[src/rtl/if_pkg.sv]
// Shared fetch-stage types: fetch FSM encoding and the IF/ID payload handed to decode.
// Pure declarations; no latency or backpressure of its own.
package if_pkg;

  localparam int          XLEN = 64;
  localparam logic [31:0] NOP  = 32'h0000_0013;

  typedef enum logic [0:0] {
    IDLE = 1'b0,
    WAIT = 1'b1
  } fetch_state_t;

  typedef struct packed {
    logic [XLEN-1:0] pc;
    logic [31:0]     instr;
    logic            valid;
  } if_id_t;

endpackage

[src/rtl/if_id_reg.sv]
// Pipeline register between fetch and decode with write-enable and flush-to-bubble.
// 1-cycle latency; write_en=0 holds contents, flush overrides write_en.
module if_id_reg
  import if_pkg::*;
#(
  parameter logic [31:0] BUBBLE = NOP
) (
  input  logic   clk,
  input  logic   reset,
  input  logic   write_en,
  input  logic   flush,
  input  logic   load,
  input  if_id_t d,
  output if_id_t q
);

  // A bubble keeps the old pc so decode-side debug still sees the last fetch address.
  always_ff @(posedge clk) begin
    if (reset) begin
      q.pc    <= '0;
      q.instr <= BUBBLE;
      q.valid <= 1'b0;
    end else if (flush || (write_en && !load)) begin
      q.instr <= BUBBLE;
      q.valid <= 1'b0;
    end else if (write_en) begin
      q.pc    <= d.pc;
      q.instr <= d.instr;
      q.valid <= 1'b1;
    end
  end

endmodule

[src/rtl/if_stage.sv]
// Instruction fetch: PC, single-outstanding imem handshake, one-entry hold buffer, IF/ID register.
// Response reaches IF/ID one edge after rvalid; IF/ID stall parks it in the hold buffer and blocks new requests.
module if_stage #(
  parameter int              XLEN     = 64,
  parameter logic [XLEN-1:0] RESET_PC = '0,
  parameter logic [31:0]     NOP      = 32'h0000_0013
) (
  input  logic            clk,
  input  logic            reset,
  input  logic            PCEnable,
  input  logic            IF_ID_writeEnable,
  input  logic            flush_i,
  input  logic [XLEN-1:0] branch_target,
  output logic            imem_req,
  output logic [XLEN-1:0] imem_addr,
  input  logic            imem_gnt,
  input  logic            imem_rvalid,
  input  logic [31:0]     imem_rdata,
  output logic [XLEN-1:0] IF_ID_pc,
  output logic [31:0]     IF_ID_instr,
  output logic            IF_ID_valid
);

  import if_pkg::*;

  fetch_state_t    state_q;
  logic [XLEN-1:0] pc_q;
  logic [XLEN-1:0] fetch_pc_q;
  logic            kill_q;
  if_id_t          hold_q;

  logic   in_wait;
  logic   rsp_live;
  logic   rsp_accept;
  logic   grant;
  logic   load_ifid;
  if_id_t ifid_d;
  if_id_t ifid_q;

  assign in_wait    = (state_q == WAIT);
  assign rsp_live   = in_wait & imem_rvalid & ~kill_q;
  assign rsp_accept = imem_rvalid & ~kill_q & IF_ID_writeEnable;

  // Re-requesting in the response cycle is what sustains 1 instr/cycle on a 1-cycle memory.
  assign imem_req  = ~reset & ~flush_i & PCEnable & ~hold_q.valid
                   & (~in_wait | rsp_accept);
  assign imem_addr = pc_q;
  assign grant     = imem_req & imem_gnt;

  always_ff @(posedge clk) begin
    if (reset) begin
      state_q      <= IDLE;
      pc_q         <= RESET_PC;
      fetch_pc_q   <= '0;
      kill_q       <= 1'b0;
      hold_q.pc    <= '0;
      hold_q.instr <= NOP;
      hold_q.valid <= 1'b0;
    end else if (flush_i) begin
      pc_q         <= branch_target;
      hold_q.valid <= 1'b0;
      // An in-flight fetch still has to come back; mark it so it is dropped on arrival.
      if (in_wait) begin
        if (imem_rvalid) begin
          state_q <= IDLE;
          kill_q  <= 1'b0;
        end else begin
          kill_q  <= 1'b1;
        end
      end
    end else begin
      if (grant) begin
        fetch_pc_q <= pc_q;
        pc_q       <= pc_q + XLEN'(4);
        state_q    <= WAIT;
      end else if (in_wait && imem_rvalid) begin
        state_q    <= IDLE;
      end

      if (in_wait && imem_rvalid && kill_q) begin
        kill_q <= 1'b0;
      end

      if (rsp_live && !IF_ID_writeEnable) begin
        hold_q.pc    <= fetch_pc_q;
        hold_q.instr <= imem_rdata;
        hold_q.valid <= 1'b1;
      end else if (hold_q.valid && IF_ID_writeEnable) begin
        hold_q.valid <= 1'b0;
      end
    end
  end

  // Hold buffer and a live response are never both present: parking needs a stall, which blocks requests.
  always_comb begin
    ifid_d = hold_q;
    if (!hold_q.valid) begin
      ifid_d.pc    = fetch_pc_q;
      ifid_d.instr = imem_rdata;
    end
    ifid_d.valid = 1'b1;
  end

  assign load_ifid = rsp_live | hold_q.valid;

  if_id_reg #(
    .BUBBLE (NOP)
  ) u_if_id_reg (
    .clk      (clk),
    .reset    (reset),
    .write_en (IF_ID_writeEnable),
    .flush    (flush_i),
    .load     (load_ifid),
    .d        (ifid_d),
    .q        (ifid_q)
  );

  assign IF_ID_pc    = ifid_q.pc;
  assign IF_ID_instr = ifid_q.instr;
  assign IF_ID_valid = ifid_q.valid;

endmodule

[config.mk]
export PLATFORM = sky130hd
export DESIGN_NAME = if_stage
export DESIGN_NICKNAME = d
export VERILOG_FILES = /design/src/rtl/if_pkg.sv /design/src/rtl/if_id_reg.sv /design/src/rtl/if_stage.sv
export SDC_FILE = /design/constraint.sdc
export NUM_CORES = 1
export LEC_CHECK = 0
export CAP_MARGIN = 20
export CORE_ASPECT_RATIO = 1.1
export CORE_MARGIN = 10
export CORE_UTILIZATION = 53
export CTS_CLUSTER_SIZE = 12
export DETAILED_ROUTE_END_ITERATION = 7
export PLACE_DENSITY_LB_ADDON = 0.12
export SYNTH_ARGS = -nofsm -noshare
export SYNTH_HDL_FRONTEND = slang
export SYNTH_HIERARCHICAL = 1
export SYNTH_SLANG_ARGS = --single-unit
[constraint.sdc]
create_clock -name clk -period 3.5 [get_ports clk]
set_input_delay 0.7 -clock clk [delete_from_list [all_inputs] [get_ports clk]]
set_output_delay 0.7 -clock clk [all_outputs]
set_load 0.01 [all_outputs]
Word level (Yosys, flattened, before mapping)
Index checks and enable logic that the tools add are counted.

word-level totals
  register bits = 324
  output and inout bits = 162
  bits of input ports = 103

cells by class
  bitwise operators = 17
  multiplexer cells = 13
  equal/unequal tests = 1
  reduce and logical (&&, ||, !) cells = 18
  $add $sub $neg = 1

operators with widths
  cell                                            count
  2-to-1 mux 64 bit                               2
  2-to-1 mux 96 bit                               1
  adder 64 x 3 -> 64 bit (second input constant)  1
  2-to-1 mux 1 bit                                10
  bitwise AND 1 bit                               9
  AND reduction 2 bit                             4
  inverter 1 bit                                  6
  nonzero test 2 bit                              3
  logical AND 1 bit                               5
  OR reduction 2 bit                              2
  nonzero test 3 bit                              1
  zero test 1 bit                                 2
  != test 2 x 1 -> 1 bit (second input constant)  1
  OR 1 bit                                        2
  logical OR 1 bit                                1

Logic depth before layout (Yosys ltp)
  depth after elaboration = 8
  gate-level depth with buffers = 10
  mapped depth without buffers = 7

Hierarchy
The synthesis kept the hierarchy.

modules (own cells, without submodules)
  module     area each (um^2)  sequential area each (um^2)  times used  cells each
  if_stage   10441.3           4544.4                       1           1312
  if_id_reg  4224.1            1941.9                       1           425

Worst setup path before layout
OpenSTA, ideal clock, no wires.

  path type = in2reg
  start = in flush_i
  end = reg pc_q[56] (netlist: imem_addr[56])
  data arrival time = 2.639 ns
  setup slack = 0.770 ns
  required time = 3.409 ns
  stages on the path = 8
  setup time = 0.091 ns
  cell sequence = buf_6 > or2_1 > buf_2 > a2111o_1 > nor2_4 > nand4_4 > or4_1 > a311oi_1

on the way
  word-level cells in the longest chain between the ends = 7

ends and longest elaborated chain
  item                                 RTL line        source
  start: declaration                   if_stage.sv:12  input logic flush_i,
  inverter 1 bit (no source line)      n/a
  bitwise AND 1 bit (3 in a row)       if_stage.sv:45  assign imem_req = ~reset & ~flush_i & PCEnable & ~hold_q.valid
  bitwise AND 1 bit                    if_stage.sv:46  & (~in_wait | rsp_accept);
  bitwise AND 1 bit                    if_stage.sv:48  assign grant = imem_req & imem_gnt;
  nonzero test 2 bit (no source line)  n/a
  end signal: assignment               if_stage.sv:60  pc_q <= branch_target;
  end signal: assignment               if_stage.sv:74  pc_q <= pc_q + XLEN'(4);
  end: declaration                     if_stage.sv:27  logic [XLEN-1:0] pc_q;

Parallel ways exist; a longest one is shown, timed or not.
A chain may end at the register's enable or synchronous reset.

Worst setup path in the final report
  start = in imem_rvalid
  end = out imem_req

on the way
  word-level cells in the longest chain between the ends = 4

ends and longest elaborated chain
  item                            RTL line        source
  start: declaration              if_stage.sv:17  input logic imem_rvalid,
  bitwise AND 1 bit (2 in a row)  if_stage.sv:42  assign rsp_accept = imem_rvalid & ~kill_q & IF_ID_writeEnable;
  OR 1 bit                        if_stage.sv:46
  bitwise AND 1 bit               if_stage.sv:46
  end: declaration                if_stage.sv:14  output logic imem_req,

No other way between the ends.

==> run summary <==
Run status - complete, no violations
Setup CP Type - in -> out
Row Count - 63
Setup Skew - 0.009084 ns
Clk_lat worst skew - 0.51 ns
Vias in the first global route - 12,640
Hold WC Path Type - reg -> reg
Post-Route Setup TNS - 0 ns
CP Cell Sequence - clkdlybuf4s50_1 > nand3b_1 > a2111oi_0 > clkdlybuf4s50_1
Syn Inst Count - 1,736
Fillers - 2,285
Total Routed Length - 44,060 um
Drt wl/cell - 19.04 um
Logic pwr share - 7.3%
Fin nets - 2,043
Number of buffers created by CTS - 35
Crit path DAT - 2.50 ns
Worst Max-Slew Pin Slew - 1.089 ns
Flop pwr share - 48.3%
Layout cells sized above 1 - 10.02%
Setup-failing EPs final - 0
CTS resizes - 0
DRC Markers - 0
Worst slew margin - 27.41%
Critical path fanouts, max - 4
Clock period minus worst slack - 3.198 ns
Setup crit start kind - input port
Post-route ant nets - 0
Die Area - 34,720 um2
Starting Density - 54.07%
Fin crit share - 91.38%
Syn. warnings - 6
Via count - 13,210
RSZ-0062 raised after global routing - false
Leakage - 6.049 nW
Most used cell, CP - clkdlybuf4s50_1
Global-route wire length before repair - 69,460 um
Pin count of the biggest net entering global routing - 266
Top Ports - 265
Area of the multi-input gates - 7511 um2
Clock sinks - 324
CTS Hold Bufs - 0
Area Growth Syn to Fin - 26.38%
Slowest-stage cell, CP - clkdlybuf4s50_1
CP endpoint kind - output pin
Final max-slew violation count - 0
Die width - 178.6 um
Routed vias/inst - 5.707
Clock transition at path regs - 0.05 ns
Pwr Density - 430.4 nW/um2
# Max-Cap Violations - 0
Final Hold Fails - 0
Clock power share - 44.5%
Total Routing Usage GR - 24.28%
CTS tree - yes
Routability cong. - 0.9679
Die Span Y - 194.4 um
Overflow after GRT - 0
Initial antenna violation count - 0
CP required - 2.80 ns
# Post-CTS Setup Buffers - 0
Psw - 1.834 mW
Max IR drop VDD - 0.3164 mV
Root Buffer - clkbuf_16
Internal power - 6.141 mW
TritonRoute pass-1 iters - 5
Fmax - 312.7 MHz
Register area - 6490 um2
Dpl hpwl - 29,350 um
Cell area after synthesis - 14,660 um2
Hold slack final - 0.4487 ns
Max incr delay on CP - 0.62 ns
Max clock buf depth - 3
Syn Nets - 1,840
Htree depth - 2
Port Buf Inserts - 264
Core ar. - 27,120 um2
Starting DRT DRC Count - 1,357
Avg Cell Area, Syn - 8.446 um2
Sw Ratio - 23.00%
[layout by cell type, fill, tap and decap left out, types with 3 or more instances in the layout]
master	instances
nor4_2	3
inv_1	7
a311oi_1	4
o311ai_0	4
buf_4	26
mux2i_1	73
nand3_1	56
nand2_1	366
o21ai_0	18
clkbuf_16	37
nor3_1	28
mux2_2	98
nand2b_1	159
xor2_1	10
nor3b_1	4
or4_4	3
a31oi_1	11
or3_1	8
clkbuf_8	5
and4_1	5
nor4_1	11
dfxtp_1	323
nand3b_1	4
a22oi_1	3
o21bai_1	3
a21oi_1	231
buf_12	7
clkdlybuf4s50_1	261
o211ai_1	6
clkbuf_1	8
or4_1	7
o21ai_1	3
a211oi_1	14
xnor2_1	10
nand4_1	26
nor2_1	63
and3_1	12
[worst paths after layout]
kind / slack, ns / end / depth (start not counted) / startpoint
max: 0.30 / imem_req / 4 / imem_rvalid
min: 0.45 / hold_q[7] / 2 / hold_q[7]
max reg2reg: 0.63 / imem_addr[43] / 6 / imem_addr[33]
min reg2reg: 0.45 / hold_q[7] / 2 / hold_q[7]
[worst max-delay path, delay by kind of cell]
kind / cells / cell delay [ns]
buf+inv: 2 / 1.14
simple gates: 1 / 0.18
compound gates: 1 / 0.47
[layer usage]
layer	track usage (%)	wire length (um)	share of wire (%)
met1	33.98	19600	44
met3	6.088	3930	8.9
met2	36.57	19700	45
met4	5.952	832	1.9
met5	0	0	0
[cell type report]
cell class / instances / area share (%)
Sequential cell: 324 / 35.03
Clock inverter: 4 / 0.2769
Tap cell: 357 / 2.411
Antenna cell: 1 / 0.01351
Timing Repair Buffer: 297 / 16.04
Inverter: 8 / 0.1621
Multi-Input combinational cell: 1273 / 40.54
Clock buffer: 50 / 5.530
[through the flow]
stage	cells	util, %	area [um2]	total power [mW]	setup WS, ns
after global placement	2258	64.28	17430	4.494	0.2566
after floorplan	1736	-	14660	4.170	0.7700
after detailed placement	2258	64.28	17430	4.498	0.2453
after global routing	2313	68.32	18530	8.233	0.1369
final	2314	68.33	18530	7.975	0.3018
after CTS	2312	68.25	18510	8.026	0.3161
[power by group through the flow]
stage | clock network (mW) | registers [mW] | logic (mW)
2_1_floorplan | 0 | 3.91 | 0.262
3_3_place_gp | 0 | 3.92 | 0.571
3_5_place_dp | 0 | 3.92 | 0.574
4_1_cts | 3.60 | 3.84 | 0.578
5_1_grt | 3.76 | 3.85 | 0.623
6_report | 3.55 | 3.85 | 0.580
[flip-flops by register name, indices dropped and copies added, names as in the netlist]
signal,count
kill_q,1
fetch_pc_q,64
u_if_id_reg/q,97
hold_q,97
in_wait,1
imem_addr,64
No activity file was read; power rests on OpenSTA's default activity.
